## src/rtl/pool2x2_stream.sv

```systemverilog
// 2x2 max/average pooling over a raster pixel stream; one result per 2x2 block, latency 1 cycle.
// No backpressure: in_valid low simply stalls all state, and the output side is a registered pulse.
module pool2x2_stream #(
    parameter int DATA_W   = 16,
    parameter int MAX_COLS = 32,
    parameter int ADDR_W   = 4
) (
    input  logic                     clk,
    input  logic                     rst,
    input  logic                     in_valid,
    input  logic                     frame_start_in,
    input  logic                     line_start_in,
    input  logic                     frame_end_in,
    input  logic signed [DATA_W-1:0] pix_in,
    input  logic                     mode,
    output logic signed [DATA_W-1:0] pix_out,
    output logic                     out_valid,
    output logic                     frame_start_out,
    output logic                     line_start_out,
    output logic                     frame_end_out,
    output logic                     col_err
);

    localparam int NPAIR = MAX_COLS / 2;
    localparam int CW0   = $clog2(MAX_COLS) + 1;
    localparam int CW    = (ADDR_W + 1 > CW0) ? ADDR_W + 1 : CW0;
    localparam logic [CW-1:0] COL_LIM = CW'(MAX_COLS);

    typedef enum logic [1:0] {
        IDLE,
        EVEN_ROW,
        ODD_ROW
    } state_t;

    state_t                   state_q, state_d, row_cur;
    logic [CW-1:0]            col_q, col_d, col_eff, half;
    logic                     mode_q, mode_d;
    logic signed [DATA_W-1:0] a_q, a_d;
    logic [NPAIR-1:0]         vld_q, vld_d;
    logic                     first_q, first_d;
    logic                     err_q, err_d;
    logic signed [DATA_W:0]   lb_q [NPAIR];

    logic signed [DATA_W-1:0] pix_q, pix_d;
    logic                     ov_q, ov_d;
    logic                     fso_q, fso_d;
    logic                     lso_q, lso_d;
    logic                     feo_q, feo_d;

    logic                     active, fs, ls, proc, in_range;
    logic                     pair_done, lb_wr, emit;
    logic [ADDR_W-1:0]        k;
    logic signed [DATA_W:0]   a_ext, b_ext, pair_res, lb_rd, max4;
    logic signed [DATA_W+1:0] sum4, avg4;
    logic signed [DATA_W-1:0] comb_res;

    always_comb begin
        active   = (state_q != IDLE);
        fs       = in_valid & frame_start_in;
        ls       = in_valid & line_start_in & active & ~frame_start_in;
        proc     = fs | (in_valid & active);
        col_eff  = (fs | ls) ? '0 : col_q;
        in_range = (col_eff < COL_LIM);
        half     = col_eff >> 1;
        k        = half[ADDR_W-1:0];

        // The row a pixel belongs to is the one entered by its own markers.
        if (fs) begin
            row_cur = EVEN_ROW;
        end else if (ls) begin
            row_cur = (state_q == EVEN_ROW) ? ODD_ROW : EVEN_ROW;
        end else begin
            row_cur = state_q;
        end

        a_ext = {a_q[DATA_W-1], a_q};
        b_ext = {pix_in[DATA_W-1], pix_in};
        if (mode_q) begin
            pair_res = a_ext + b_ext;
        end else begin
            pair_res = (a_ext > b_ext) ? a_ext : b_ext;
        end

        lb_rd = lb_q[k];
        sum4  = {lb_rd[DATA_W], lb_rd} + {pair_res[DATA_W], pair_res};
        avg4  = sum4 >>> 2;
        max4  = (lb_rd > pair_res) ? lb_rd : pair_res;
        comb_res = mode_q ? avg4[DATA_W-1:0] : max4[DATA_W-1:0];

        pair_done = proc & col_eff[0] & in_range;
        lb_wr     = pair_done & (row_cur == EVEN_ROW);
        // Only combine with entries written in the preceding even row of this frame.
        emit      = pair_done & (row_cur == ODD_ROW) & vld_q[k];
    end

    always_comb begin
        state_d = state_q;
        col_d   = col_q;
        mode_d  = mode_q;
        a_d     = a_q;
        vld_d   = vld_q;
        first_d = first_q;
        err_d   = err_q;

        if (in_valid) begin
            if (fs) begin
                state_d = EVEN_ROW;
            end else if (active) begin
                state_d = frame_end_in ? IDLE : row_cur;
            end
        end

        if (proc) begin
            col_d = in_range ? col_eff + 1'b1 : col_eff;
        end

        if (fs) begin
            mode_d  = mode;
            err_d   = 1'b0;
            first_d = 1'b1;
        end else begin
            if (proc && !in_range) begin
                err_d = 1'b1;
            end
            if (emit) begin
                first_d = 1'b0;
            end
        end

        if (proc && !col_eff[0] && in_range) begin
            a_d = pix_in;
        end

        if (fs || (ls && state_q == ODD_ROW)) begin
            vld_d = '0;
        end
        if (lb_wr) begin
            vld_d[k] = 1'b1;
        end

        ov_d  = emit;
        pix_d = emit ? comb_res : pix_q;
        lso_d = emit & (k == '0);
        fso_d = emit & first_q;
        feo_d = in_valid & frame_end_in & ~frame_start_in & active;
    end

    always_ff @(posedge clk or posedge rst) begin
        if (rst) begin
            state_q <= IDLE;
            col_q   <= '0;
            mode_q  <= 1'b0;
            a_q     <= '0;
            vld_q   <= '0;
            first_q <= 1'b0;
            err_q   <= 1'b0;
            pix_q   <= '0;
            ov_q    <= 1'b0;
            fso_q   <= 1'b0;
            lso_q   <= 1'b0;
            feo_q   <= 1'b0;
        end else begin
            state_q <= state_d;
            col_q   <= col_d;
            mode_q  <= mode_d;
            a_q     <= a_d;
            vld_q   <= vld_d;
            first_q <= first_d;
            err_q   <= err_d;
            pix_q   <= pix_d;
            ov_q    <= ov_d;
            fso_q   <= fso_d;
            lso_q   <= lso_d;
            feo_q   <= feo_d;
        end
    end

    always_ff @(posedge clk) begin
        if (lb_wr) begin
            lb_q[k] <= pair_res;
        end
    end

    assign pix_out         = pix_q;
    assign out_valid       = ov_q;
    assign frame_start_out = fso_q;
    assign line_start_out  = lso_q;
    assign frame_end_out   = feo_q;
    assign col_err         = err_q;

endmodule

```

## config.mk

```make
export PLATFORM = sky130hd
export DESIGN_NAME = pool2x2_stream
export DESIGN_NICKNAME = d
export VERILOG_FILES = /design/src/rtl/pool2x2_stream.sv
export SDC_FILE = /design/constraint.sdc
export NUM_CORES = 1
export LEC_CHECK = 0
export CAP_MARGIN = 20
export CORE_UTILIZATION = 60
export CTS_CLUSTER_DIAMETER = 80
export DETAILED_ROUTE_END_ITERATION = 8
export PLACE_DENSITY = 0.88
export SLEW_MARGIN = 20
export SYNTH_ARGS = -nofsm -noshare
export SYNTH_HDL_FRONTEND = slang
export SYNTH_SLANG_ARGS = --single-unit
```

## constraint.sdc

```tcl
create_clock -name clk -period 5.3 [get_ports clk]
set_input_delay 1.06 -clock clk [delete_from_list [all_inputs] [get_ports clk]]
set_output_delay 1.06 -clock clk [all_outputs]
set_load 0.02 [all_outputs]
```

* Word-level counts from Yosys, hierarchy flattened
Memories as Yosys holds them, arrays and structs flattened. Cells that the tools add are included.
Word-level totals: bits in registers 63, memory bits (writable) 272, output and inout bits 21, logic and storage cells 82, memories kept 1
Memory list:
- lb_q | depth 16, width 17, read ports 1, clocked after memory_dff 0, wr ports 1, line 42 | logic signed [DATA_W:0] lb_q [NPAIR];
Operators by class: add/sub/neg operators 3, order comparisons 5, equality and inequality tests 4, multiplexer cells 24, bitwise operators 19, reduce and logical (&&, ||, !) cells 14
Operator list (number):
- $mux 16 | 4
- $mux 17 | 2
- $add 17x17->18 | 1
- $add 16x16->17 | 1
- $gt 17x17->1 | 1
- $gt 16x16->1 | 1
- $or 16x16->16 | 1
- $and 1x1->1 | 15
- $mux 2 | 6
- $mux 6 | 2
- $mux 1 | 8
- $reduce_bool 2->1 | 4
- $add 6x1->6 const B | 1
- $lt 6x6->1 const B | 1
- $logic_and 1x1->1 | 5
- $lt 4x5->1 const B | 1
- $bmux 1 s4 | 1
- $demux 1 s4 | 1
- $eq 2x1->1 const B | 2
- $eq 2x2->1 const B | 2
- $ge 4x1->1 const B | 1
- $logic_not 4->1 | 1
- $logic_not 1->1 | 2
- $or 1x1->1 | 2
- 3 further kinds | 3

* Depth between registers and ports, before layout
Gate-level depths: netlist of the first run.
depth after elaboration 11, depth in mapped cells 23

* Worst setup path before layout of the first run
No wires, ideal clock.
kind in2reg, start input pix_in[15], end register pix_q[8] (netlist: pix_out[8]), setup time 0.135 ns, data arrival time 5.344 ns, data required time 5.165 ns, path slack -0.179 ns, stages on the path 23, path buffers 4, path through inv_1 -> ha_1 -> buf_2 -> nand4_2 -> or4_1 -> nand2_1 -> a31oi_2 -> nor2_8 -> buf_6 -> mux2i_1 -> a21boi_1 -> inv_1 -> ha_1 -> a211o_1 -> o211ai_1 -> nand4_1 -> nand3b_1 -> a21o_1 -> buf_2 -> buf_1 -> o311ai_0 -> a21oi_1 -> o31ai_1
On the way: cells in the longest elaborated chain, start to end 6, elaborated cells between the ends (all ways) 8
Ends and longest elaborated chain:
- from (decl) | line 14 | input logic signed [DATA_W-1:0] pix_in,
- $gt 16x16->1 * | line 81 | pair_res = (a_ext > b_ext) ? a_ext : b_ext;
- $mux 17 * | line 81
- $mux 17 * | line 78 | if (mode_q) begin
- net pair_res[6] | line 53 | logic signed [DATA_W:0] a_ext, b_ext, pair_res, lb_rd, max4;
- $gt 17x17->1 | line 87 | max4 = (lb_rd > pair_res) ? lb_rd : pair_res;
- $mux 16 | line 87
- $mux 16 * | line 88 | comb_res = mode_q ? avg4[DATA_W-1:0] : max4[DATA_W-1:0];
- to (signal assigned) | line 170 | pix_q <= pix_d;
- to (decl) | line 44 | logic signed [DATA_W-1:0] pix_q, pix_d;
The timed path passes the listed nets; every way through them passes the cells marked *. A chain may end at the register's enable or synchronous reset.

* Worst setup path in the final report of the first run
start input pix_in[3], end register pix_q[4] (netlist: pix_out[4])
On the way: cells in the longest elaborated chain, start to end 6, elaborated cells between the ends (all ways) 8
Ends and longest elaborated chain (line):
- $gt 16x16->1 | 81
- $mux 17 | 81
- $mux 17 * | 78
- net pair_res[8] | 53
- $gt 17x17->1 * | 87
- $mux 16 * | 87
- $mux 16 * | 88
Marks and branches as above.

==> impl_metrics.ini, run 1 <==
[status]
status = finished, final reports clean

[global_route]
grt_pass1_vias = 12974
grt_overflow = 0
grt_use_total_pct = 34.9
grt_antenna_before_repair = 0
grt_pass1_wl_um = 73700
grt_max_degree = 62

[clocking]
clock-sinks = 335
insertion_delay_ns = 0.54
max-clock-path-buffers = 3
cts_tree = built
cts_hold_buf = 0
cts_buffers = 35
clk_pin_slew_worst_paths_ns = 0.06
clockRootBuffer = clkbuf_16
cts_htree_levels = 2

[layout]
final_nets = 1628
fin_area_um2 = 20400
area_growth_pct = 24.0
diodes = 0
final_common_cell = edfxtp_1
layout-drive-gt1-share_pct = 27.7
final_util_pct = 75.8
mostFrequentLayoutCells = 272 x edfxtp_1, 204 x buf_4, 83 x nor2_1, 81 x a21oi_1, 71 x nand2_1

[critical_path]
crit_top_cell = buf_4
reg2reg_slack_ns = 0.59
cp-start-kind = primary input
critical_path_class = primary input to flop
end_kind = flop
crit_chain = clkdlybuf4s50_1, inv_1, ha_1, buf_4, o211ai_1, a2111o_1, a31oi_4, buf_4, o21ai_0, a21boi_1, mux2i_1, inv_1, ha_4, nand4_1, buf_4, nor4_4, a21oi_1, nand2_1, a21o_4, clkbuf_16, buf_4, or3_4, o2111ai_2, nand2_1
path_max_fanout = 5
critical_path.top_delay_family = compound AO/OA/AOI/OAI gates
reg2reg_depth = 21
r2r_start = state_q[1]
arrival_ns = 5.59
crit_slowest_cell = clkdlybuf4s50_1
critical_path_buf_inv_count = 8
cp_data_required_time_ns = 5.71
timing.rr.end = pix_out[4]
max_stage_delay_ns = 0.48

[synth]
async_reset_ff_share_pct = 18.8
synthFlopType = edfxtp_1
synth_area_um2 = 16500
syn-num-nets = 1400
synth-edff-count = 272
ys_types = 91
syn_area_per_cell_um2 = 12.6
synth-seq-cells = 335
yosys_warnings = 0
syn_inst = 1309
synth-seq-area-share_pct = 59.1

[job]
maxCapViolCount = 0

[timing]
period_minus_slack_ns = 5.18
hold_viol = 0
finalCritPeriodShare_pct = 97.6
timing.final.ws_setup_ns = 0.125
clock_skew_ns = 0.0331
maxSlewHeadroom_pct = 38.3
setup_tns_ns = 0
tightest_slew_ns = 0.926
fmax_mhz = 193
slew_viol_final = 0
setup-violations-final = 0

[placed_design]
place_ws_ns = -0.822
placed_area_um2 = 18700
post-dp-hpwl_um = 31200
routabilityCongestion = 0.954
port_buffers = 43

[floorplanning]
die_area_um2 = 28100
die_h_um = 168
initial_core_util_pct = 61.2
die_w_um = 168
core_area_um2 = 27000
num_rows = 60
ios = 44

[worst_hold_path]
holdPathStages = 2
min_from = first_q
hp-class = flop to flop
hold_path_end = first_q

[pwr]
peakVddDrop_v = 0.000342
p_leak_uw = 0.00783
powerDensity_nw_per_um2 = 530

[detailed_routing]
via_count = 12843
drt_iter0_markers = 1953
drt-total-wl_um = 49100
routedWlPerCell_um = 25.8
drcViolationCount = 0
postRouteAntennaNets = 0
avgViaCountPerCell = 6.74
drtPass1Iterations = 8
[layout make-up]
| type | count | area, µm² |
|---|---|---|
| multi-input cells | 849 | 6730 |
| repair buffers | 260 | 2220 |
| clock buffers | 40 | 926 |
| well taps | 341 | 427 |
| inverters | 56 | 210 |
| fillers | 1511 | 6510 |
| flip-flops and latches | 335 | 9750 |
| clock inverters | 24 | 176 |
[worst max path at each step]
stage               cells past startpoint       start     endpoint  slack [ns]
floorplan                              21  pix_in[15]  pix_out[14]        0.07
global route                           21  pix_in[13]  pix_out[15]       -0.07
global placement                       23   pix_in[0]  pix_out[11]       -0.69
finish                                 24   pix_in[3]   pix_out[4]        0.12
detailed placement                     23   pix_in[0]   pix_out[3]       -0.82
CTS                                    22  pix_in[14]  pix_out[14]        0.02
[timing repair]
| action | 4_1_cts | 5_1_grt |
|---|---|---|
| cloned | 0 | 2 |
| hold endpoints to repair | 0 | 0 |
| resized for setup | 21 | 74 |
| buffers inserted | 5 | 7 |
| endpoints found under the setup margin | 16 | 16 |
| pin swaps | 19 | 27 |
[kinds of logic after synthesis]
family,share of synthesized area (%)
compound gates,13.0
xor+xnor,0.956
mux,8.20
buf+inv,3.32
fa+ha+maj,5.21
simple gates,10.3
flops,59.1
[synth_stat cells, types with 22 or more instances]
master	n	share of area, %
mux2_2	37	2.5
a21oi_1	89	2.7
nor2_1	100	2.3
mux2i_1	63	3.8
nand2_1	72	1.6
buf_2	32	0.97
ha_1	67	5.1
o21ai_0	42	1.3
edfxtp_1	272	50
dfrtp_1	63	9.6
inv_1	51	1.2
nor3_1	25	0.76
nand2b_1	22	0.83
[flip-flops by register name, indices dropped and copies added (netlist names)]
register / flops
lb_q: 272
first_q: 1
a_q: 16
pix_out: 16
line_start_out: 1
col_q: 6
frame_start_out: 1
state_q: 2
out_valid: 1
col_err: 1
mode_q: 1
vld_q: 16
frame_end_out: 1
[metal layers]
metal  track usage [%]  up-vias  routed length (µm)
li1                  -     5432                   -
met1              42.7     6104               17200
met2              56.2     1015               23000
met3              9.10      292                5740
met4              20.1        0                3150
met5                 0        -                   0
[worst min-delay path: stages, from the launching register on]
cell and delay (ns):
dfrtp_1 0.34, nand2_1 0.05, nand2_1 0.06
[per-stage QoR]
step | hold WS [ns] | power (µW) | cells
2_1_floorplan | 0.438 | 5850 | 1309
3_3_place_gp | 0.454 | 7620 | 1828
3_5_place_dp | 0.460 | 7750 | 1828
4_1_cts | 0.477 | 10200 | 1897
5_1_grt | 0.508 | 11300 | 1905
6_report | 0.479 | 10800 | 1905
[where the power goes]
part,total (µW),switching [µW],internal (µW)
registers,3450,154,3300
logic,5000,2680,2320
clock network,2380,1060,1320
No activity file was read; power rests on OpenSTA's default activity.
==> run 2: changes to the inputs <==
--- a/config.mk
+++ b/config.mk
@@ -9,7 +9,8 @@
 export CORE_UTILIZATION = 60
 export CTS_CLUSTER_DIAMETER = 80
 export DETAILED_ROUTE_END_ITERATION = 8
-export PLACE_DENSITY = 0.88
+export GPL_TIMING_DRIVEN = 0
+export PLACE_DENSITY = 0.84
 export SLEW_MARGIN = 20
 export SYNTH_ARGS = -nofsm -noshare
 export SYNTH_HDL_FRONTEND = slang
==> run 2 against run 1 <==
  * Clock skew fell by 0.020 ns
  * Fmax down 1.9%
  * Critical path depth down 6
  * First-iteration DRC count rose by 4.2%
  * Clock power rose by 3%
  * Worst hold slack lost 0.011 ns
==> impl_metrics.ini, run 2 (synthesis gave the netlist of run 1 again) <==
[global_route]
grt_max_degree = 45
grt_pass1_wl_um = 75900
grt_use_total_pct = 36.9
use_met1_pct = 44.4
met2_usage_pct = 58.3
grt_overflow = 0
grt_util_met3_pct = 10.8
busiest_layer = met2
grt_pass1_vias = 12719
grt_antenna_before_repair = 0

[layout]
largest-register = lb_q
regArea_um2 = 9740
final_util_pct = 72.8
final_common_cell = edfxtp_1
area_growth_pct = 19.1
layout-drive-gt1-share_pct = 21.5
final_cells = 1798
fin_area_um2 = 19600
diodes = 0
mostFrequentLayoutCells = 272 x edfxtp_1, 81 x a21oi_1, 80 x nor2_1, 70 x nand2_1, 63 x dfrtp_1
n_fill_cell = 1559
multi_input_area_um2 = 6860
final_nets = 1523
largest_register_ffs = 272

[placed_design]
port_buffers = 43
routabilityCongestion = 1.03
placed_area_um2 = 17700
dp.cells = 1704
post-dp-hpwl_um = 32200

[pwr]
clockPowerShare_pct = 23.5
power_frac_comb_pct = 43.8
internal_power_uw = 6370
powerDensity_nw_per_um2 = 528
peakVddDrop_v = 0.000353
netSwitchingFraction_pct = 38.6
p_sw_uw = 4000
p_leak_uw = 0.00727
pwr-share-seq_pct = 32.7

[floorplanning]
core_area_um2 = 27000
initial_core_util_pct = 61.2
ios = 44
num_rows = 60
die_h_um = 168
die_w_um = 168
die_area_um2 = 28100

[detailed_routing]
drtPass1Iterations = 7
routedWlPerCell_um = 28.8
via_count = 12777
postRouteAntennaNets = 0
drcViolationCount = 0
drt_iter0_markers = 2036
avgViaCountPerCell = 7.11
drt-total-wl_um = 51700

[clocking]
clockRootBuffer = clkbuf_16
clock-sinks = 335
clk_pin_slew_worst_paths_ns = 0.06
cts_tree = built
cts_hold_buf = 0
max-clock-path-buffers = 3
cts_buffers = 35
insertion_delay_ns = 0.54
cts_htree_levels = 2

[critical_path]
cp_data_required_time_ns = 5.77
end_kind = flop
crit_start = line_start_in
critical_path_class = primary input to flop
path_max_fanout = 10
cp-start-kind = primary input
arrival_ns = 5.75
reg2reg_slack_ns = 0.05
r2r_start = col_q[1]

[worst_hold_path]
hp-class = flop to flop
min_from = first_q

[timing]
period_minus_slack_ns = 5.28
tightest_slew_ns = 0.902
finalCritPeriodShare_pct = 99.6
clock_skew_ns = 0.0136
setup-violations-final = 0
hold-worst-slack_ns = 0.468
rsz0062_at_grt = yes
setup_tns_ns = 0
fmax_mhz = 189
hold_viol = 0
maxSlewHeadroom_pct = 39.7
slew_viol_final = 0

[status]
status = finished, final reports clean

[job]
maxCapViolCount = 0
## run 2: final timing paths
| check | endpoint | cells past startpoint |
|---|---|---|
| setup / recovery | pix_out[12] | 18 |
| hold / removal | first_q | 2 |
| setup reg to reg | pix_out[12] | 16 |
| hold reg to reg | first_q | 2 |
| max in group asynchronous | state_q[1] | 3 |
| min in group asynchronous | frame_end_out | 2 |
## run 2: worst max-delay path, stage by stage
cell	delay [ns]
clkdlybuf4s50_1	0.64
o211a_1	0.22
buf_6	0.19
nor2_4	0.11
clkbuf_2	0.27
a311oi_1	0.41
a211oi_1	0.11
a21oi_1	0.24
nand3_1	0.25
ha_2	0.26
nor2b_1	0.17
o311ai_4	0.33
a21oi_2	0.14
o211ai_1	0.30
nand4_1	0.25
and3_1	0.24
o31ai_1	0.33
o22a_1	0.21
## run 2: power by group through the flow
stage                     clock network [µW]  logic (µW)  registers [µW]
after floorplan                            0        2430            3420
after global placement                     0        3380            3430
after global routing                    2520        4740            3400
final                                   2440        4540            3390
after detailed placement                   0        3550            3430
after CTS                               2420        4050            3390
## run 2: layout make-up
| class | instances | share of cell area, % |
|---|---|---|
| clock buffers | 40 | 4.56 |
| multi-input cells | 849 | 34.9 |
| repair buffers | 91 | 4.69 |
| clock inverters | 22 | 1.05 |
| inverters | 56 | 1.12 |
| flip-flops and latches | 335 | 49.6 |
| well taps | 341 | 2.17 |
| plain buffers | 64 | 1.82 |
## run 2: repair_timing
item,4_1_cts,5_1_grt
pin swaps,28,31
endpoints found under the setup margin,16,16
buffers inserted,26,10
cloned,0,1
resized for setup,81,68
## run 2: stage by stage
stage / worst slack (ns) / power [µW]
floorplan: 0.0690 / 5850
global placement: -1.73 / 6810
detailed placement: -1.73 / 6980
CTS: 0.00315 / 9850
global route: -0.0703 / 10700
finish: 0.0226 / 10400
## run 2: per-layer routing
layer	vias up	share of wire, %	wire length (µm)
met4	0	7.4	3820
li1	5230	-	-
met3	320	14	7020
met2	1147	46	23600
met1	6080	33	17300
met5	-	0	0
